--- src/rtl/mem_pkg.sv ---
// Shared definitions for the memory access front end: default widths and FSM state encoding.
package mem_pkg;

    localparam int MEM_DATA_W   = 32;
    localparam int MEM_ADDR_W   = 9;
    localparam int MEM_READ_LAT = 1;

    typedef enum logic [2:0] {
        IDLE     = 3'd0,
        WR_ISSUE = 3'd1,
        RD_ISSUE = 3'd2,
        RD_WAIT  = 3'd3,
        DONE     = 3'd4
    } state_t;

endpackage

--- src/rtl/mem_access_ctrl.sv ---
// MAR/MDR holder and request sequencer in front of a synchronous RAM with registered read.
// Control-unit handshake: level requests are sampled only in IDLE; busy is high in every other state, done pulses once.
module mem_access_ctrl
    import mem_pkg::*;
#(
    parameter int DATA_W   = MEM_DATA_W,
    parameter int ADDR_W   = MEM_ADDR_W,
    parameter int READ_LAT = MEM_READ_LAT
) (
    input  logic              Clock,
    input  logic              Clear,
    input  logic [DATA_W-1:0] BusMuxOut,
    input  logic              MARin,
    input  logic              MDRin,
    input  logic              mem_read,
    input  logic              mem_write,
    output logic              busy,
    output logic              done,
    output logic [DATA_W-1:0] MDR_out,
    output logic              ram_Read,
    output logic              ram_Write,
    output logic [ADDR_W-1:0] ram_Address,
    output logic [DATA_W-1:0] ram_Mdatain,
    input  logic [DATA_W-1:0] ram_data_output
);

    localparam int CNT_W = $clog2(READ_LAT) + 1;
    localparam logic [CNT_W-1:0] CNT_LAST = CNT_W'(READ_LAT - 1);

    state_t            state_q, state_d;
    logic [ADDR_W-1:0] mar_q, mar_d;
    logic [DATA_W-1:0] mdr_q, mdr_d;
    logic [CNT_W-1:0]  cnt_q, cnt_d;
    logic              busy_q, busy_d;
    logic              done_q, done_d;
    logic              rd_q, rd_d;
    logic              wr_q, wr_d;

    always_comb begin
        state_d = state_q;
        mar_d   = mar_q;
        mdr_d   = mdr_q;
        cnt_d   = cnt_q;
        case (state_q)
            IDLE: begin
                if (MARin) mar_d = BusMuxOut[ADDR_W-1:0];
                if (MDRin) mdr_d = BusMuxOut;
                // Write beats read, mirroring the RAM's own priority; the read is dropped.
                if (mem_write)     state_d = WR_ISSUE;
                else if (mem_read) state_d = RD_ISSUE;
            end
            WR_ISSUE: state_d = DONE;
            RD_ISSUE: begin
                cnt_d   = '0;
                state_d = RD_WAIT;
            end
            RD_WAIT: begin
                if (cnt_q == CNT_LAST) begin
                    mdr_d   = ram_data_output;
                    state_d = DONE;
                end else begin
                    cnt_d = cnt_q + CNT_W'(1);
                end
            end
            DONE:    state_d = IDLE;
            default: state_d = IDLE;
        endcase

        // Handshake and strobes are registered decodes of the next state, so they never see the request inputs combinationally.
        busy_d = (state_d != IDLE);
        done_d = (state_d == DONE);
        rd_d   = (state_d == RD_ISSUE);
        wr_d   = (state_d == WR_ISSUE);
    end

    always_ff @(posedge Clock or posedge Clear) begin
        if (Clear) begin
            state_q <= IDLE;
            mar_q   <= '0;
            mdr_q   <= '0;
            cnt_q   <= '0;
            busy_q  <= 1'b0;
            done_q  <= 1'b0;
            rd_q    <= 1'b0;
            wr_q    <= 1'b0;
        end else begin
            state_q <= state_d;
            mar_q   <= mar_d;
            mdr_q   <= mdr_d;
            cnt_q   <= cnt_d;
            busy_q  <= busy_d;
            done_q  <= done_d;
            rd_q    <= rd_d;
            wr_q    <= wr_d;
        end
    end

    assign busy        = busy_q;
    assign done        = done_q;
    assign ram_Read    = rd_q;
    assign ram_Write   = wr_q;
    assign MDR_out     = mdr_q;
    assign ram_Address = mar_q;
    assign ram_Mdatain = mdr_q;

endmodule
--- config.mk ---
export PLATFORM = sky130hd
export DESIGN_NAME = mem_access_ctrl
export DESIGN_NICKNAME = d
export VERILOG_FILES = /design/src/rtl/mem_pkg.sv /design/src/rtl/mem_access_ctrl.sv
export SDC_FILE = /design/constraint.sdc
export NUM_CORES = 1
export LEC_CHECK = 0
export CAP_MARGIN = 20
export CORE_ASPECT_RATIO = 0.9
export CORE_MARGIN = 4
export CORE_UTILIZATION = 38
export CTS_BUF_LIST = sky130_fd_sc_hd__clkbuf_2 sky130_fd_sc_hd__clkbuf_4 sky130_fd_sc_hd__clkbuf_8
export DETAILED_ROUTE_END_ITERATION = 12
export PLACE_DENSITY = 0.83
export SLEW_MARGIN = 20
export SYNTH_ARGS = -nofsm -noshare
export SYNTH_HDL_FRONTEND = slang
export SYNTH_SLANG_ARGS = --single-unit
--- constraint.sdc ---
create_clock -name Clock -period 1.9 [get_ports Clock]
set_input_delay 0.57 -clock Clock [delete_from_list [all_inputs] [get_ports Clock]]
set_output_delay 0.57 -clock Clock [all_outputs]
set_load 0.01 [all_outputs]
; Yosys cells after proc, flatten, opt, wreduce, memory -nomap -nowiden
; Index checks and enable logic that the tools add are counted.
[word_totals]
rom_bits = 0
reg_bits = 49
ram_bits = 0
word_cells = 32
latch_bits = 0
memories = 0
[op_classes]
mul = 0
bitwise_logic = 0
n_addsub = 1
order_cmp = 0
n_mux = 9
reduce_logical = 6
eq_ne = 8
n_shift = 0
n_div = 0
[ops]
columns = cell, count
row1 = 32-bit two-way mux, 2
row2 = 32-bit one-hot mux with 2 select lines, 1
row3 = 3-bit one-hot mux with 4 select lines, 1
row4 = "3-bit by 2-bit == test with 1-bit output, second input constant", 3
row5 = 3-bit two-way mux, 3
row6 = "3-bit by 1-bit == test with 1-bit output, second input constant", 2
row7 = "2-bit != test, second input constant", 2
row8 = 2-bit nonzero test, 2
row9 = "3-bit == test, second input constant", 1
row10 = 3-bit zero test, 1
row11 = 3-bit AND reduction, 1
row12 = 3-bit nonzero test, 1
row13 = 1-bit one-hot mux with 2 select lines, 1
row14 = 2-bit AND reduction, 1
row15 = "1-bit adder, second input constant", 1
row16 = 1-bit two-way mux, 1

; Logic depth before layout (Yosys ltp)
; Gate-level depths: netlist of run 1.
[logic_depth]
word_depth = 4
depth_mapped = 5
mapped_depth_nobuf = 3

; Least setup slack after synthesis of run 1
; No wires, ideal clock.
[synth_path]
path_type = reg2reg
start = reg state_q[2]
end = reg mar_q[0], in the netlist ram_Address[0]
setup_time_ns = 0.125
required_time_ns = 1.775
path_slack_ns = 0.417
arrival_ns = 1.358
n_path_buf = 2
period_less_slack_ns = 1.483
stages_incl_launch_ff = 6
cell_sequence = dfrtp_1 -> buf_6 -> nor3_1 -> and2_1 -> buf_2 -> mux2_2
[synth_via]
elab_chain_len = 2
[synth_lines]
columns = item, line_no
row1 = start: declaration, mem_access_ctrl.sv:30  ; state_t state_q, state_d;
row2 = start signal: assignment, mem_access_ctrl.sv:87  ; state_q <= state_d;
row3 = 3-bit zero test, mem_access_ctrl.sv:44  ; case (state_q)
row4 = 2-bit AND reduction (no line), n/a
row5 = end signal: assignment, mem_access_ctrl.sv:88  ; mar_q <= mar_d;
row6 = end: declaration, mem_access_ctrl.sv:31  ; logic [ADDR_W-1:0] mar_q, mar_d;
; No other way between the ends.
; A chain may end at the register's enable or synchronous reset.

; Worst setup path in the final report of run 1
[layout_path]
start = reg mdr_q[26], in the netlist MDR_out[26]
end = out ram_Mdatain[26]
[layout_lines]
columns = item, line_no
row1 = start: declaration, mem_access_ctrl.sv:32  ; logic [DATA_W-1:0] mdr_q, mdr_d;
row2 = start signal: assignment, mem_access_ctrl.sv:89  ; mdr_q <= mdr_d;
row3 = end: declaration, mem_access_ctrl.sv:23  ; output logic [DATA_W-1:0] ram_Mdatain,
; No word-level cell between the ends.

==> metrics.cfg, run 1 <==
[place]
place_inst = 363
place_congestion = 0.733
portBuffers = 146
place_area_mm2 = 0.00365
detailed_place_hpwl_mm = 4.85

[logic_synthesis]
synth-edff-count = 0
syn_inst = 181
synth.most_common_cell = dfrtp_1
synth_area_mm2 = 0.00229
synth_top_flop_cell = dfrtp_1
async_flop_share_pct = 100
synth_cell_types = 19
yosysTopAreaCell = dfrtp_1
synth-compound-area-share_pct = 16.2
synth.area.top_cells = dfrtp_1 52%, o221a_2 13%, buf_4 10%, nand2b_1 8.7%, mux2_2 4.4%
synth_seq_cells = 48
synth_simple_gate_area_share_pct = 12.7
synth_top_family_by_area = compound AO/OA/AOI/OAI gates
synth_fa_ha_area_share_pct = 0
mappedNetlistNets = 251
synthTopCellsByCount = 48 x dfrtp_1, 32 x buf_4, 32 x nand2b_1
synth_top_area_share_pct = 52.4
synthMuxAreaShare_pct = 4.42
yosys_warnings = 0
ys_seq_area_share_pct = 52.4
synth_xor_area_share_pct = 0
synth.avg_cell_area_um2 = 12.7

[floorplan]
fp.dieH_um = 81.7
core_mm2 = 0.00576
initial_core_util_pct = 39.8
die_x_um = 89.9
die_area_mm2 = 0.00734
rows = 26
io_pins = 147

[setup_path]
cp_num_buf_inv = 1
cp.arrival_ns = 1.26
r2r_slack_ns = 0.26
slowest_delay_ns = 0.58
crit_fanout = 3
crit_chain = clkdlybuf4s50_1
reg2reg_depth = 4
slowest_stage = clkdlybuf4s50_1
crit_type = reg2out
cp-endpoint = ram_Mdatain[26]
critPathLaunch = MDR_out[26]
cp_top_family = buffers and inverters
endpoint_kind = primary output
critPathLaunchType = flip-flop
crit_required_ns = 1.33
rr_endpoint = ram_Address[4]
r2r-start = state_q[2]
worst-path-stages = 1

[sta]
fin_tns_setup_ns = 0
finalSetupViolCount = 0
worstMarginPinSlew_ns = 0.303
fmax_mhz = 547
period_needed_ns = 1.83
timing.final.crit_share_pct = 96.2
max_slew_margin_pct = 79.7
slew_violations = 0
rsz0062_at_grt = no
whs_ns = 0.511
finClkSkew_ns = 0.00550
hold_viol_final = 0

[clock_network]
cts_resized = 0
cts_hold_buf = 0
clock-root-buffer = clkbuf_8
cts.sinks = 48
cts_buffer_depth = 2
numCtsBuffers = 5
insertion_delay_ns = 0.29
cts_tree = yes
cts-htree-levels = 2
postCtsSetupBuffers = 0
path_clk_slew_ns = 0.08

[route]
drc_errors = 0
wl_mm = 6.21
via_count = 1832
ant_nets = 0
first_pass_iters = 4
drtIter0Drc = 46
via_per_inst = 4.95
wire_per_inst_um = 16.8

[layout]
antennaDiodeCount = 0
final_cells = 370
layout-drive-gt1-share_pct = 18.3
final_area_mm2 = 0.00374
nNetsFinal = 370
synthToLayoutAreaGrowth_pct = 63.0
final_util_pct = 64.9

[status]
status = finished, final reports clean

[grt]
grt_use_total_pct = 16.9
grt_pass1_vias = 1936
grt_pass1_wl_mm = 9.82
globalRouteOverflowTotal = 0
grt_max_degree = 49
antenna_found_initial = 0

[job]
maxCapViolCount = 0

[worst_hold_path]
hold_path_class = reg2reg
hold_path_depth = 1

[power]
powerDensity_mw_per_mm2 = 1610
p_leak_nw = 1.47
peakVddDrop_mv = 0.703

-- per-stage QoR --
step,setup WS [ns],power (mW)
after floorplan,0.186,3.82
after global placement,0.00548,5.41
after detailed placement,-0.0607,5.52
after CTS,0.0613,6.10
after global routing,0.0200,6.38
final,0.0717,6.02
-- how the worst min path moves through the flow --
stage,startpoint,end
2_1_floorplan,state_q[2],busy
3_3_place_gp,ram_Address[0],ram_Address[0]
3_5_place_dp,ram_Address[0],ram_Address[0]
4_1_cts,ram_Address[0],ram_Address[0]
5_1_grt,ram_Address[6],ram_Address[6]
6_report,ram_Address[0],ram_Address[0]
-- cell families (layout without fill, tap and decap cells) --
family | Yosys count | after routing
mux | 9 | 9
flops | 48 | 48
buf+inv | 46 | 165
compound gates | 34 | 34
simple gates | 44 | 44
-- area by class of cell --
cell class / count / area (um2)
clock inverters: 1 / 5.00
well taps: 70 / 87.6
flip-flops and latches: 48 / 1200
fillers: 469 / 2020
multi-input cells: 87 / 763
inverters: 3 / 11.3
clock buffers: 6 / 76.3
repair buffers: 155 / 1590
-- layout by cell type, fill, tap and decap left out --
cell type | synthesis | routed
clkbuf_4 | 0 | 1
nand2b_4 | 1 | 1
clkdlybuf4s50_1 | 0 | 146
and2_1 | 2 | 2
nand2b_1 | 32 | 32
nor2_1 | 3 | 3
a21oi_1 | 1 | 1
clkinv_2 | 0 | 1
buf_4 | 32 | 4
inv_2 | 0 | 1
nor3_1 | 3 | 3
nand3b_1 | 1 | 1
clkbuf_8 | 0 | 5
a31oi_1 | 1 | 1
buf_12 | 0 | 5
o221a_1 | 5 | 5
and3_1 | 1 | 1
mux2_2 | 9 | 9
inv_1 | 3 | 2
nor4b_4 | 1 | 1
o221a_2 | 27 | 27
dfrtp_1 | 48 | 48
-- report_power, final --
part | internal [mW] | switching, mW
combinational | 2.23 | 1.28
sequential | 1.52 | 0.407
clock | 0.265 | 0.309
total | 4.02 | 2.00
-- sequential cells by signal, summed over array words and instances (netlist names) --
| register | flops |
|---|---|
| state_q | 3 |
| done | 1 |
| ram_Write | 1 |
| busy | 1 |
| ram_Address | 9 |
| ram_Read | 1 |
| MDR_out | 32 |
-- layer usage --
| layer | up-vias | global-route usage, % | share of wire [%] |
|---|---|---|---|
| li1 | 857 | - | - |
| met3 | 6 | 5.13 | 7.3 |
| met1 | 880 | 19.4 | 40 |
| met4 | 0 | 4.28 | 0.92 |
| met5 | - | 0 | 0 |
| met2 | 89 | 31.5 | 52 |
Power figures use the tool's default switching activity.
==> inputs of run 2 (changes only) <==
Settings changed: CTS_CLUSTER_DIAMETER from default to 200.
==> results of run 2 <==
Same layout as run 1: the final DEF is identical, and so are final timing and power.
